[config.mk]
export PLATFORM = sky130hd
export DESIGN_NAME = motor_move_ctrl
export DESIGN_NICKNAME = d
export VERILOG_FILES = /design/src/rtl/motor_move_ctrl.sv
export SDC_FILE = /design/constraint.sdc
export NUM_CORES = 1
export LEC_CHECK = 0
export BUFFER_PORTS_ARGS = -buffer_cell sky130_fd_sc_hd__buf_2
export CAP_MARGIN = 20
export CELL_PAD_IN_SITES_DETAIL_PLACEMENT = 0
export CELL_PAD_IN_SITES_GLOBAL_PLACEMENT = 1
export CORE_AREA = 10 10 145 147
export CTS_CLUSTER_SIZE = 24
export DETAILED_ROUTE_END_ITERATION = 10
export DIE_AREA = 0 0 155 157
export GPL_TIMING_DRIVEN = 0
export HOLD_SLACK_MARGIN = 0.05
export PLACE_DENSITY = 0.82
export SLEW_MARGIN = 20
export SYNTH_ARGS = -nofsm -noshare
export SYNTH_HDL_FRONTEND = slang
export SYNTH_SLANG_ARGS = --single-unit
[constraint.sdc]
create_clock -name CP -period 8.9 [get_ports CP]
set_input_delay 0.89 -clock CP [delete_from_list [all_inputs] [get_ports CP]]
set_output_delay 0.89 -clock CP [all_outputs]
set_load 0.1 [all_outputs]
[src/rtl/motor_move_ctrl.sv]
// motor_move_ctrl
//   Move sequencer that sits in front of the 3-phase stepper pulse distributor.
//   It takes one move command at a time and emits single-cycle step strobes.
//   The gap between strobes follows a linear accel / cruise / decel period
//   profile. The direction level is held steady for the whole move.
//
// Ports
//   CP          in   clock, everything on the rising edge
//   CR          in   synchronous active-high reset
//   cmd_valid   in   move command present
//   cmd_ready   out  high only when idle; accept on cmd_valid && cmd_ready
//   cmd_dir     in   direction for the move
//   cmd_steps   in   number of step strobes to emit
//   cmd_period  in   cruise period in CP cycles
//   abort       in   stop the current move immediately
//   M           out  direction level to the distributor
//   step        out  one-cycle step strobe to the distributor
//   busy        out  move in progress
//   done        out  one-cycle move-complete pulse
//   steps_left  out  steps still to emit
module motor_move_ctrl #(
  parameter int CNT_W        = 16,
  parameter int DIV_W        = 16,
  parameter int START_PERIOD = 20,
  parameter int RAMP_STEP    = 4
) (
  input  logic             CP,
  input  logic             CR,
  input  logic             cmd_valid,
  output logic             cmd_ready,
  input  logic             cmd_dir,
  input  logic [CNT_W-1:0] cmd_steps,
  input  logic [DIV_W-1:0] cmd_period,
  input  logic             abort,
  output logic             M,
  output logic             step,
  output logic             busy,
  output logic             done,
  output logic [CNT_W-1:0] steps_left
);

  typedef enum logic [1:0] {
    S_IDLE   = 2'd0,
    S_ACCEL  = 2'd1,
    S_CRUISE = 2'd2,
    S_DECEL  = 2'd3
  } state_t;

  // Period arithmetic is done one bit wider so ramping up never wraps.
  localparam logic [DIV_W:0]   START_W = (DIV_W+1)'(START_PERIOD);
  localparam logic [DIV_W:0]   RAMP_W  = (DIV_W+1)'(RAMP_STEP);
  localparam logic [DIV_W-1:0] START_N = DIV_W'(START_PERIOD);
  localparam logic [DIV_W-1:0] RAMP_N  = DIV_W'(RAMP_STEP);
  localparam logic [DIV_W-1:0] DIV_ONE = DIV_W'(1);
  localparam logic [DIV_W-1:0] DIV_TWO = DIV_W'(2);
  localparam logic [CNT_W-1:0] CNT_ONE = CNT_W'(1);

  state_t           state_q, state_d;
  logic [DIV_W-1:0] per_q, per_d;
  logic [DIV_W-1:0] cruise_q, cruise_d;
  logic [DIV_W-1:0] timer_q, timer_d;
  logic [CNT_W-1:0] accel_q, accel_d;
  logic [CNT_W-1:0] left_q, left_d;
  logic             m_q, m_d;
  logic             step_q, step_d;
  logic             busy_q, busy_d;
  logic             done_q, done_d;
  logic             ready_q, ready_d;
  // fin_q: move finished, done/busy/ready update on the following edge
  logic             fin_q, fin_d;

  logic             accept_s, active_s, abort_s, fire_s, to_decel_s;
  logic [CNT_W-1:0] left_dec_s;
  logic [DIV_W-1:0] cruise_in_s, per_in_s, per_dn_s, per_upc_s;
  logic [DIV_W:0]   per_up_s, dn_lim_s;

  assign accept_s    = ready_q & cmd_valid;
  assign active_s    = (state_q != S_IDLE);
  assign abort_s     = active_s & abort;
  // The strobe fires on the edge where the reload-to-zero timer expires.
  assign fire_s      = active_s & ~abort & (timer_q == {DIV_W{1'b0}});
  assign left_dec_s  = left_q - CNT_ONE;
  // Deceleration starts once the remaining steps fit the steps spent ramping up.
  assign to_decel_s  = (state_q != S_DECEL) & (left_dec_s <= accel_q);
  assign cruise_in_s = (cmd_period < DIV_TWO) ? DIV_TWO : cmd_period;
  assign per_in_s    = ({1'b0, cruise_in_s} > START_W) ? cruise_in_s : START_N;
  assign per_up_s    = {1'b0, per_q} + RAMP_W;
  assign per_upc_s   = (per_up_s > START_W) ? START_N : per_up_s[DIV_W-1:0];
  assign dn_lim_s    = {1'b0, cruise_q} + RAMP_W;
  assign per_dn_s    = ({1'b0, per_q} >= dn_lim_s) ? (per_q - RAMP_N) : cruise_q;

  // State and datapath registers with synchronous reset
  always_ff @(posedge CP) begin
    if (CR) begin
      state_q  <= S_IDLE;
      per_q    <= {DIV_W{1'b0}};
      cruise_q <= {DIV_W{1'b0}};
      timer_q  <= {DIV_W{1'b0}};
      accel_q  <= {CNT_W{1'b0}};
      left_q   <= {CNT_W{1'b0}};
      m_q      <= 1'b0;
      step_q   <= 1'b0;
      busy_q   <= 1'b0;
      done_q   <= 1'b0;
      ready_q  <= 1'b1;
      fin_q    <= 1'b0;
    end else begin
      state_q  <= state_d;
      per_q    <= per_d;
      cruise_q <= cruise_d;
      timer_q  <= timer_d;
      accel_q  <= accel_d;
      left_q   <= left_d;
      m_q      <= m_d;
      step_q   <= step_d;
      busy_q   <= busy_d;
      done_q   <= done_d;
      ready_q  <= ready_d;
      fin_q    <= fin_d;
    end
  end

  // Next-state logic for the move profile FSM
  always_comb begin
    state_d = state_q;
    if (accept_s) begin
      if (cmd_steps == {CNT_W{1'b0}}) begin
        state_d = S_IDLE;
      end else if (per_in_s == cruise_in_s) begin
        state_d = S_CRUISE;
      end else begin
        state_d = S_ACCEL;
      end
    end else if (abort_s) begin
      state_d = S_IDLE;
    end else if (fire_s) begin
      if (left_dec_s == {CNT_W{1'b0}}) begin
        state_d = S_IDLE;
      end else if (to_decel_s) begin
        state_d = S_DECEL;
      end else if ((state_q == S_ACCEL) && (per_dn_s == cruise_q)) begin
        state_d = S_CRUISE;
      end else begin
        state_d = state_q;
      end
    end else begin
      state_d = state_q;
    end
  end

  // Datapath and registered-output next values
  always_comb begin
    per_d    = per_q;
    cruise_d = cruise_q;
    timer_d  = timer_q;
    accel_d  = accel_q;
    left_d   = left_q;
    m_d      = m_q;
    step_d   = 1'b0;
    busy_d   = busy_q;
    done_d   = 1'b0;
    ready_d  = ready_q;
    fin_d    = 1'b0;
    if (fin_q) begin
      done_d  = 1'b1;
      busy_d  = 1'b0;
      ready_d = 1'b1;
    end else if (accept_s) begin
      m_d      = cmd_dir;
      left_d   = cmd_steps;
      accel_d  = {CNT_W{1'b0}};
      cruise_d = cruise_in_s;
      per_d    = per_in_s;
      timer_d  = per_in_s - DIV_ONE;
      busy_d   = 1'b1;
      ready_d  = 1'b0;
      fin_d    = (cmd_steps == {CNT_W{1'b0}});
    end else if (abort_s) begin
      // steps_left is frozen; the pending strobe is dropped
      done_d  = 1'b1;
      busy_d  = 1'b0;
      ready_d = 1'b1;
      timer_d = {DIV_W{1'b0}};
    end else if (fire_s) begin
      step_d = 1'b1;
      left_d = left_dec_s;
      if (left_dec_s == {CNT_W{1'b0}}) begin
        fin_d = 1'b1;
      end else if (to_decel_s) begin
        per_d = per_upc_s;
      end else if (state_q == S_ACCEL) begin
        per_d   = per_dn_s;
        accel_d = (accel_q == {CNT_W{1'b1}}) ? accel_q : (accel_q + CNT_ONE);
      end else if (state_q == S_DECEL) begin
        per_d = per_upc_s;
      end else begin
        per_d = per_q;
      end
      timer_d = per_d - DIV_ONE;
    end else if (active_s) begin
      timer_d = timer_q - DIV_ONE;
    end else begin
      timer_d = timer_q;
    end
  end

  assign cmd_ready  = ready_q;
  assign M          = m_q;
  assign step       = step_q;
  assign busy       = busy_q;
  assign done       = done_q;
  assign steps_left = left_q;

endmodule

# ---- After elaboration in Yosys (flattened, before gate mapping)
# Cells that the tools add are included.
dict set report op_classes {
  add_sub_neg 8
  magnitude_cmp 5
  n_eq_ne 10
  muxes 49
  bitwise 7
  n_reduce_logical 18
}
# op n
set op_table {}
lappend op_table {{$mux W16} 29}
lappend op_table {{$sub A16 B1 Y16 const B} 4}
lappend op_table {{$logic_not A16 Y1} 3}
lappend op_table {{$add A16 B3 Y17 const B} 2}
lappend op_table {{$eq A16 B16 Y1} 2}
lappend op_table {{$ge A16 B17 Y1} 1}
lappend op_table {{$gt A17 B5 Y1 const B} 1}
lappend op_table {{$add A16 B1 Y16 const B} 1}
lappend op_table {{$eq A16 B16 Y1 const B} 1}
lappend op_table {{$gt A16 B5 Y1 const B} 1}
lappend op_table {{$le A16 B16 Y1} 1}
lappend op_table {{$lt A16 B2 Y1 const B} 1}
lappend op_table {{$mux W2} 8}
lappend op_table {{$sub A16 B3 Y16 const B} 1}
lappend op_table {{$mux W1} 12}
lappend op_table {{$ne A2 B2 Y1 const B} 5}
lappend op_table {{$reduce_bool A2 Y1} 4}
lappend op_table {{$reduce_and A7 Y1} 1}
lappend op_table {{$reduce_and A2 Y1} 3}
lappend op_table {{$and A1 B1 Y1} 5}
lappend op_table {{$reduce_bool A5 Y1} 1}
lappend op_table {{$reduce_bool A4 Y1} 1}
lappend op_table {{$reduce_or A4 Y1} 1}
lappend op_table {{$reduce_and A3 Y1} 1}
lappend op_table {{other kinds (6)} 7}
dict set report word_totals {
  regBits 88
  input_bits 37
  out_inout_bits 21
  elab_cells 109
}

# ---- Logic depth before layout (Yosys ltp)
# Gate-level depths: netlist of the first run.
dict set report depth {
  ltp_word 15
  ltp_mapped 24
  mapped_depth_nobuf 21
}

# ---- Least setup slack after synthesis of the first run
# OpenSTA, ideal clock, no wires.
dict set report synth_path {
  path_kind {register to register}
  startpoint {register left_q[0] (netlist: steps_left[0])}
  endpoint {register timer_q[8]}
  setup_ps 91
  t_arrival_ps 5608
  required_time_ps 8809
  setup_slack_ps 3201
  stages_incl_launch_ff 24
  path_buffers 2
  period_less_slack_ps 5699
  path_cell_list {dfxtp_1 > buf_6 > inv_1 > ha_1 > or3b_1 > buf_2 > or3_1 > xor2_1 > inv_1 > ha_1 > o21a_1 > o211ai_1 > a41o_1 > a21oi_1 > nand2b_1 > a211o_1 > a32o_1 > a21oi_1 > ha_1 > o2111ai_1 > nor3_2 > nand2_1 > a2111o_1 > a311oi_1}
}
dict set report synth_between {
  elab_chain_cells 13
  word_cells_on_any_way 14
  classes_between {2 x add/sub; 1 x order compare; 9 x mux; 1 x bitwise; 1 x reduce/logical}
}
# element line
set synth_rtl {}
lappend synth_rtl {{start: declaration} 63} ;# logic [CNT_W-1:0] left_q, left_d;
lappend synth_rtl {{start signal: assignment} 100} ;# left_q <= {CNT_W{1'b0}};
lappend synth_rtl {{start signal: assignment} 113} ;# left_q <= left_d;
lappend synth_rtl {{$sub A16 B1 Y16 (*)} 82} ;# assign left_dec_s = left_q - CNT_ONE;
lappend synth_rtl {{$le A16 B16 Y1} 84} ;# assign to_decel_s = (state_q != S_DECEL) & (left_dec_s <= accel_q);
lappend synth_rtl {{$and A1 B1 Y1} 84}
lappend synth_rtl {{$mux W16} 189} ;# end else if (to_decel_s) begin
lappend synth_rtl {{$mux W16 (*)} 187} ;# if (left_dec_s == {CNT_W{1'b0}}) begin
lappend synth_rtl {{$mux W16 (*)} 184} ;# end else if (fire_s) begin
lappend synth_rtl {{$mux W16 (*)} 178} ;# end else if (abort_s) begin
lappend synth_rtl {{$mux W16 (*)} 168} ;# end else if (accept_s) begin
lappend synth_rtl {{$mux W16 (*)} 164} ;# if (fin_q) begin
lappend synth_rtl {{$sub A16 B1 Y16 (*)} 199} ;# timer_d = per_d - DIV_ONE;
lappend synth_rtl {{$mux W16 (*)} 184}
lappend synth_rtl {{$mux W16 (*)} 178}
lappend synth_rtl {{$mux W16 (*)} 168}
lappend synth_rtl {{end signal: assignment} 98} ;# timer_q <= {DIV_W{1'b0}};
lappend synth_rtl {{end signal: assignment} 111} ;# timer_q <= timer_d;
lappend synth_rtl {{end: declaration} 61} ;# logic [DIV_W-1:0] timer_q, timer_d;
# Every way passes the cells marked *; elsewhere a longest branch is shown, timed or not. The select of a mux whose other input is x is not followed.
# A chain may end at the register's enable or synchronous reset.

# ---- Worst setup path in the final report of the first run
# Ends and elaborated chain as after synthesis.

==> results of run 1 <==
through the flow:
| step | util (%) | instance area, sq um | setup slack, ns | hold slack (ns) |
|---|---|---|---|---|
| 2_1_floorplan | - | 7500 | 3.20 | 0.454 |
| 3_3_place_gp | 44.0 | 8070 | 2.57 | 0.460 |
| 3_5_place_dp | 44.0 | 8070 | 2.54 | 0.466 |
| 4_1_cts | 45.7 | 8370 | 2.48 | 0.486 |
| 5_1_grt | 45.7 | 8370 | 2.06 | 0.534 |
| 6_report | 45.7 | 8370 | 2.36 | 0.478 |
placed cells by master, fill, tap and decap left out, types with 6 or more instances in the layout:
| cell | synthesis | final |
|---|---|---|
| or3_1 | 10 | 10 |
| o211ai_1 | 8 | 8 |
| nand2_1 | 94 | 94 |
| a21o_1 | 9 | 9 |
| buf_2 | 10 | 66 |
| clkbuf_1 | 51 | 51 |
| ha_1 | 41 | 41 |
| nand3_1 | 32 | 32 |
| a211oi_1 | 17 | 17 |
| mux2i_1 | 10 | 10 |
| a21oi_1 | 83 | 83 |
| and3_1 | 11 | 11 |
| o31ai_1 | 6 | 6 |
| xnor2_1 | 56 | 56 |
| dfxtp_1 | 88 | 88 |
| nor4_1 | 20 | 20 |
| inv_1 | 40 | 40 |
| nor3_1 | 44 | 44 |
| nand2b_1 | 15 | 15 |
| a221oi_1 | 13 | 13 |
| and2_1 | 10 | 10 |
| clkbuf_16 | 0 | 9 |
| and4_1 | 10 | 10 |
| nor2_1 | 100 | 100 |
| o21ai_0 | 43 | 43 |
| xor2_1 | 29 | 29 |
| nand4_1 | 24 | 24 |
| nand3b_1 | 6 | 6 |
| a22o_1 | 11 | 11 |
registers in the layout, summed over array words and instances, names as in the netlist:
name,cells
accel_q,16
cruise_q,16
per_q,16
steps_left,16
timer_q,16
state_q,2
M,1
busy,1
cmd_ready,1
done,1
fin_q,1
step,1
power groups by stage:
| stage | Sequential (mW) | Clock, mW | Combinational (mW) |
|---|---|---|---|
| 3_5_place_dp | 0.576 | 0 | 2.15 |
| 2_1_floorplan | 0.689 | 0 | 1.46 |
| 6_report | 0.571 | 0.412 | 2.21 |
| 5_1_grt | 0.581 | 0.427 | 2.39 |
| 4_1_cts | 0.567 | 0.415 | 2.16 |
| 3_3_place_gp | 0.574 | 0 | 2.14 |
area by class of cell:
class                   count  area, sq um  area share (%)
multi-input cells         807         5290            63.2
clock buffers               9          225            2.69
well taps                 234          293            3.50
inverters                  41          154            1.84
clock inverters             7         77.6           0.927
flip-flops and latches     88         1760            21.0
repair buffers             56          280            3.35
plain buffers              67          288            3.44
cells by family (layout without fill, tap and decap cells):
kind of cell	after synthesis	count (layout)	synth area share, %
adders and majority gates	41	41	6.84
xor gates and xnor gates	85	85	9.93
muxes	13	13	1.79
AOI/OAI and AO/OA	257	257	23.6
DFF	88	88	23.5
and+or+nand+nor	411	411	28.4
buffers and inverters	108	180	5.89
cell usage after synthesis (6+ instances only):
master,number
mux2i_1,10
and3_1,11
o31ai_1,6
clkbuf_1,51
nor4_1,20
nand2b_1,15
a211oi_1,17
and4_1,10
a221oi_1,13
xnor2_1,56
inv_1,40
and2_1,10
a21o_1,9
nand4_1,24
nor2_1,100
xor2_1,29
nand3b_1,6
a21oi_1,83
nor3_1,44
o211ai_1,8
dfxtp_1,88
nand2_1,94
buf_2,10
ha_1,41
nand3_1,32
or3_1,10
a22o_1,11
o21ai_0,43
metal layers:
metal / GRT usage, % / wire length [microns]
met1: 31.7 / 12600
met2: 36.0 / 12900
met3: 3.19 / 2410
met4: 10.4 / 1140
met5: 0 / 0
how the worst min path moves through the flow:
stage,start,endpoint,depth (start not counted)
CTS,M,M,1
finish,M,M,1
global route,M,M,1
detailed placement,M,M,1
floorplan,timer_q[5],timer_q[5],2
global placement,M,M,1
==> results.cfg, run 1 <==
[timing]
fin_setup_tns_ns = 0
setup_violations = 0
drv_slew = 0
maxSlewHeadroom_pct = 25.8
hold_viol = 0
fmax_ghz = 0.153
period_minus_slack_ns = 6.54
tightestPinTransition_ns = 1.11
period_share_pct = 73.4
rsz0062_at_grt = false
skew_ns = 0.0140

[cells_and_area]
fillCellCount = 1920
nets = 1148
stdcell_count = 1309
area_growth_pct = 11.7
drive_above_1_share_pct = 10.8
diodes = 0

[power_and_ir_drop]
combPwrFrac_pct = 69.3
cell_internal_pwr_mw = 1.44
swShare_pct = 54.9
finalPower_mw = 3.20
p_clk_share_pct = 12.9
vdd_drop_max_mv = 0.137
p_switching_mw = 1.76
powerDensity_mw_per_mm2 = 382
seq_power_share_pct = 17.9
p_leak_nw = 3.19

[detailed_routing]
drt_wl_total_microns = 29100
vias = 8047
via_per_inst = 6.15
post_drt_wl_per_cell_microns = 22.2
first_iter_violations = 837
final_antenna_net_count = 0
dr.pass1.iters = 5
drc = 0

[synth]
synth_cells = 1003
synth.avg_cell_area_sq_um = 7.47
synthTopCellsByArea = dfxtp_1 24%, ha_1 6.8%, xnor2_1 6.5%
synth_area_sq_mm = 0.00750
synth_edf_count = 0
synth_cell_type_count = 86
synth_top_area_share_pct = 23.5
yosysWarnings = 0
synth.largest_area_cell = dfxtp_1
syn-num-nets = 1081
synth_seq_area_share_pct = 23.5
ys.flop_type = dfxtp_1
ys_async_sr_fraction_pct = 0
synth_seq_cells = 88

[worst_setup_path]
slowest_stage = a21oi_1
crit_required_ns = 9.17
reg2reg_slack_ns = 2.36
worstPathCellList = buf_6 -> inv_1 -> ha_1 -> nor3b_1 -> nand3_1 -> xor2_1 -> inv_1 -> ha_1 -> and2_1 -> o211ai_1 -> a41o_1 -> a21oi_1 -> nand2b_1 -> a211o_1 -> a32o_1 -> a21oi_1 -> ha_1 -> o2111ai_1 -> nor3_2 -> nand2_1 -> a2111o_1 -> a311oi_1
crit_type = reg -> reg
crit_fanout = 10
crit_family = compound AO/OA/AOI/OAI gates
cp-start-kind = register
slowest_delay_ns = 0.85
cp-endpoint = timer_q[8]
critPathCaptureType = register
critical_path.reg2reg.endpoint = timer_q[8]
crit-reg2reg-launch = steps_left[0]
arrival_ns = 6.80
worstSetupStartpoint = steps_left[0]
worst-path-stages = 22
reg2regPathDepth = 22
path_buf_inv = 3
path_common_cell = ha_1

[floorplan]
coreArea_sq_mm = 0.0183
dieArea_sq_mm = 0.0243
die_h_microns = 157
pin_count = 58
die-width_microns = 155
initial_core_util_pct = 40.9
num_rows = 50

[global_route]
grt_max_degree = 17
grt_pass1_wl_microns = 44900
gr-total-overflow = 0
antenna_found_initial = 0
first_global_vias = 7617
track_usage_pct = 23.4

[cts]
cts_tree = done
path_clk_slew_ns = 0.08
clk_path_buf_depth = 2
cts_hold_buf = 0
htreeDepth = 3
post_cts_buffers = 0
root_buffer = clkbuf_16
cts-resized-gates = 0
numCtsBuffers = 9
worstSkewPairLatency_ns = 0.36
cts.sinks = 88

[placed_design]
dp_hpwl_microns = 22500
port_buffers = 56
place_congestion = 0.976
dp_cells = 1293

[run]
cap_violations = 0

[worst_hold_path]
hp-class = reg -> reg

[status]
status = complete, no violations
Power figures use the tool's default switching activity.
==> run 2: changes to the inputs <==
- clock period: 8.9 -> 6.26 ns (I/O delays scaled with it)
==> results.cfg, run 2 (same netlist as run 1, synthesis figures left out) <==
[cells_and_area]
drive_above_1_share_pct = 11.3
layout_common_cells = 100 x nor2_1, 94 x nand2_1, 88 x dfxtp_1
final_common_cell = nor2_1
nets = 1148
diodes = 0
fin_util_pct = 45.9
area_growth_pct = 12.3

[status]
status = complete, no violations

[power_and_ir_drop]
cell_internal_pwr_mw = 2.07
vdd_drop_max_mv = 0.226
combPwrFrac_pct = 69.6
finalPower_mw = 4.59
powerDensity_mw_per_mm2 = 545
swShare_pct = 54.9
p_clk_share_pct = 12.7
p_switching_mw = 2.52
p_leak_nw = 3.20
seq_power_share_pct = 17.7

[detailed_routing]
dr.pass1.iters = 7
via_per_inst = 6.13
post_drt_wl_per_cell_microns = 22.2
drc = 0
first_iter_violations = 752
final_antenna_net_count = 0
vias = 8025
drt_wl_total_microns = 29100

[worst_setup_path]
critical_path.reg2reg.endpoint = timer_q[8]
crit_required_ns = 6.53
crit-reg2reg-launch = steps_left[0]
reg2regPathDepth = 24
reg2reg_slack_ns = 0.29
arrival_ns = 6.24
critPathCaptureType = register
cp-start-kind = register
crit_fanout = 10
crit_type = reg -> reg

[global_route]
gr-total-overflow = 0
track_usage_pct = 23.4
grt_max_degree = 17
first_global_vias = 7617
grt_pass1_wl_microns = 44900
antenna_found_initial = 0

[floorplan]
pin_count = 58
dieArea_sq_mm = 0.0243
die_h_microns = 157
coreArea_sq_mm = 0.0183
die-width_microns = 155
initial_core_util_pct = 40.9
num_rows = 50

[cts]
post_cts_buffers = 0
htreeDepth = 3
cts_tree = done
worstSkewPairLatency_ns = 0.36
path_clk_slew_ns = 0.08
cts_hold_buf = 0
clk_path_buf_depth = 2
cts.sinks = 88
numCtsBuffers = 9
root_buffer = clkbuf_16

[timing]
period_share_pct = 95.4
fmax_ghz = 0.168
hold_viol = 0
skew_ns = 0.0134
period_minus_slack_ns = 5.97
maxSlewHeadroom_pct = 38.0
setup_violations = 0
drv_slew = 0
rsz0062_at_grt = false
tightestPinTransition_ns = 0.922

[placed_design]
place_congestion = 0.976
dp_hpwl_microns = 22500
port_buffers = 56

[worst_hold_path]
hp-class = reg -> reg
hold_path_end = M
hold_depth = 1
hold_start = M

[run]
cap_violations = 0
run 2: metrics by stage:
stage	cell area (sq um)	hold WS, ns	worst slack (ns)	std cells	setup TNS, ns
finish	8420	0.478	0.290	1309	0
global route	8420	0.513	0.0295	1309	0
CTS	8380	0.486	0.110	1309	0
detailed placement	8070	0.466	-0.102	1293	-0.102
global placement	8070	0.460	-0.0657	1293	-0.0657
floorplan	7500	0.454	0.561	1003	0
run 2: final cells by class:
cell class                 count  area (sq um)
inverter                      41           154
clock inverter                 7          77.6
sequential                    88          1760
buffer                        67           288
clock buffer                   9           225
tap                          234           293
timing repair buffer          56           280
multi-input combinational    807          5340
fill                        1921          9910
run 2: power by group through the flow:
| stage | registers (mW) | clock network (mW) | logic [mW] |
|---|---|---|---|
| finish | 0.812 | 0.585 | 3.19 |
| global route | 0.828 | 0.608 | 3.44 |
| CTS | 0.806 | 0.591 | 3.08 |
| detailed placement | 0.819 | 0 | 3.05 |
| global placement | 0.816 | 0 | 3.05 |
| floorplan | 0.980 | 0 | 2.08 |
run 2: worst max-delay path by stage:
stage,cells past startpoint,from,endpoint
final,24,steps_left[0],timer_q[8]
after floorplan,23,steps_left[0],timer_q[8]
after CTS,23,steps_left[0],timer_q[8]
after detailed placement,23,steps_left[0],timer_q[8]
after global routing,24,steps_left[0],timer_q[8]
after global placement,22,steps_left[0],timer_q[8]
run 2: timing repair:
action | CTS | global route
setup endpoints to repair | 2 | 12
hold endpoints to repair | 0 | 0
resized for setup | 1 | 6
pin swaps | 0 | 0
run 2: routing by layer:
layer	track usage [%]	routed length, microns
met1	31.7	12600
met2	36.0	12800
met3	3.19	2450
met4	10.4	1160
met5	0	0
run 2: worst max-delay path, stage by stage, from the launching register on:
cell and delay [ns]:
dfxtp_1 0.37, buf_6 0.17, inv_1 0.05, ha_1 0.20
or3b_1 0.34, buf_2 0.18, or3_1 0.41, xor2_2 0.33
inv_1 0.10, ha_1 0.30, and4_1 0.16, nand4_1 0.11
mux2i_1 0.24, a21oi_4 0.13, o22ai_2 0.28, nor2_1 0.09
buf_2 0.23, a32o_1 0.32, a21oi_1 0.19, ha_1 0.22
o2111ai_1 0.24, nor3_2 0.43, nand2_1 0.13, a2111o_1 0.40
a311oi_1 0.23
==> run 3: changes to the inputs <==
- CTS_BUF_LIST: not set -> sky130_fd_sc_hd__clkbuf_4
==> results.cfg, run 3 (same netlist as run 1, synthesis figures left out) <==
[worst_setup_path]
arrival_ns = 6.35
crit_fanout = 10
crit_required_ns = 6.68
cp-start-kind = register
critPathCaptureType = register
crit_type = reg -> reg

[placed_design]
dp_hpwl_microns = 22500
dp_cells = 1293
port_buffers = 56
place_congestion = 0.976

[timing]
period_minus_slack_ns = 5.94
maxSlewHeadroom_pct = 34.8
hold_viol = 0
setup_violations = 0
tightestPinTransition_ns = 0.970
fmax_ghz = 0.168
skew_ns = 0.0286
rsz0062_at_grt = false
drv_slew = 0
period_share_pct = 94.8

[floorplan]
die_h_microns = 157
pin_count = 58
dieArea_sq_mm = 0.0243
coreArea_sq_mm = 0.0183
die-width_microns = 155
num_rows = 50
initial_core_util_pct = 40.9

[power_and_ir_drop]
p_leak_nw = 3.13
p_clk_share_pct = 8.5
seq_power_share_pct = 18.6
vdd_drop_max_mv = 0.233
p_switching_mw = 2.50
combPwrFrac_pct = 73.0
swShare_pct = 57.1
cell_internal_pwr_mw = 1.88
powerDensity_mw_per_mm2 = 531

[cts]
clk_path_buf_depth = 2
post_cts_buffers = 0
htreeDepth = 3
numCtsBuffers = 9
worstSkewPairLatency_ns = 0.51
root_buffer = clkbuf_4
cts_tree = done
cts.sinks = 88
path_clk_slew_ns = 0.18

[detailed_routing]
drc = 0
drt_wl_total_microns = 29100
post_drt_wl_per_cell_microns = 22.2
first_iter_violations = 804
vias = 8021
dr.pass1.iters = 6
final_antenna_net_count = 0
via_per_inst = 6.12

[global_route]
antenna_found_initial = 1
first_global_vias = 7641
gr-total-overflow = 0
grt_max_degree = 17
grt_pass1_wl_microns = 44900
track_usage_pct = 23.4

[run]
cap_violations = 0

[cells_and_area]
stdcell_count = 1310
area_growth_pct = 10.2
final_common_cell = nor2_1
fin_util_pct = 45.1
layout_common_cells = 100 x nor2_1, 94 x nand2_1, 88 x dfxtp_1
drive_above_1_share_pct = 11.3
nets = 1148

[worst_hold_path]
hp-class = in -> reg

[status]
status = complete, no violations
run 3: cell types whose count changed in the layout (fill, tap and decap cells not counted):
cell / delta
clkbuf_16: -9
clkbuf_4: +9
diode_2: +1
run 3: critical path: stages, from the launching register on:
cell,delay [ns]
dfxtp_1,0.41
buf_6,0.17
inv_1,0.05
ha_1,0.20
or3b_1,0.35
buf_2,0.18
or3_1,0.40
xor2_2,0.33
inv_1,0.10
ha_1,0.30
and4_1,0.16
nand4_1,0.11
mux2i_1,0.24
a21oi_4,0.13
o22ai_2,0.29
nor2_1,0.09
buf_2,0.23
a32o_1,0.32
a21oi_1,0.19
ha_1,0.22
o2111ai_1,0.23
nor3_2,0.37
nand2_1,0.12
a2111o_1,0.40
a311oi_1,0.23
run 3: what timing repair did:
| item | in CTS | in global routing |
|---|---|---|
| hold buffers | 0 | 0 |
| resized for setup | 1 | 6 |
| endpoints found under the setup margin | 2 | 14 |
| pin swaps | 0 | 1 |
| endpoints found under the hold margin | 0 | 0 |
run 3: worst paths after layout:
| kind | to | start | cells after the start | slack [ns] |
|---|---|---|---|---|
| min | M | cmd_dir | 2 | 0.34 |
| max reg2reg | timer_q[8] | steps_left[0] | 24 | 0.32 |
| min reg2reg | M | M | 1 | 0.50 |
| max | timer_q[8] | steps_left[0] | 24 | 0.32 |
run 3: cell type report:
type	instances	area, sq um
Fill cell	1939	10100
Multi-Input combinational cell	807	5340
Sequential cell	88	1760
Tap cell	234	293
Buffer	67	288
Timing Repair Buffer	56	280
Inverter	41	154
Clock inverter	7	77.6
Clock buffer	9	67.6
Antenna cell	1	2.50
run 3: power by group through the flow:
stage / registers (mW) / logic (mW) / clock network (mW)
2_1_floorplan: 0.980 / 2.08 / 0
3_3_place_gp: 0.816 / 3.05 / 0
3_5_place_dp: 0.819 / 3.05 / 0
4_1_cts: 0.806 / 3.08 / 0.378
5_1_grt: 0.828 / 3.45 / 0.395
6_report: 0.813 / 3.20 / 0.372
run 3: metal layers:
metal	up-vias	track usage (%)	share of wire (%)	wire length, microns
met4	0	10.8	3.8	1110
met2	383	35.9	44	12800
met3	67	3.28	8.7	2530
li1	3793	-	-	-
met5	-	0	0	0
met1	3778	31.7	43	12600
run 3: through the flow:
step / hold slack [ns] / instance area, sq um / power [mW] / setup TNS (ns) / setup slack (ns)
after global placement: 0.460 / 8070 / 3.86 / -0.0657 / -0.0657
after CTS: 0.325 / 8220 / 4.26 / 0 / 0.0806
final: 0.345 / 8260 / 4.38 / 0 / 0.324
after detailed placement: 0.466 / 8070 / 3.87 / -0.102 / -0.102
after global routing: 0.354 / 8260 / 4.67 / 0 / 0.0279
after floorplan: 0.454 / 7500 / 3.06 / 0 / 0.561
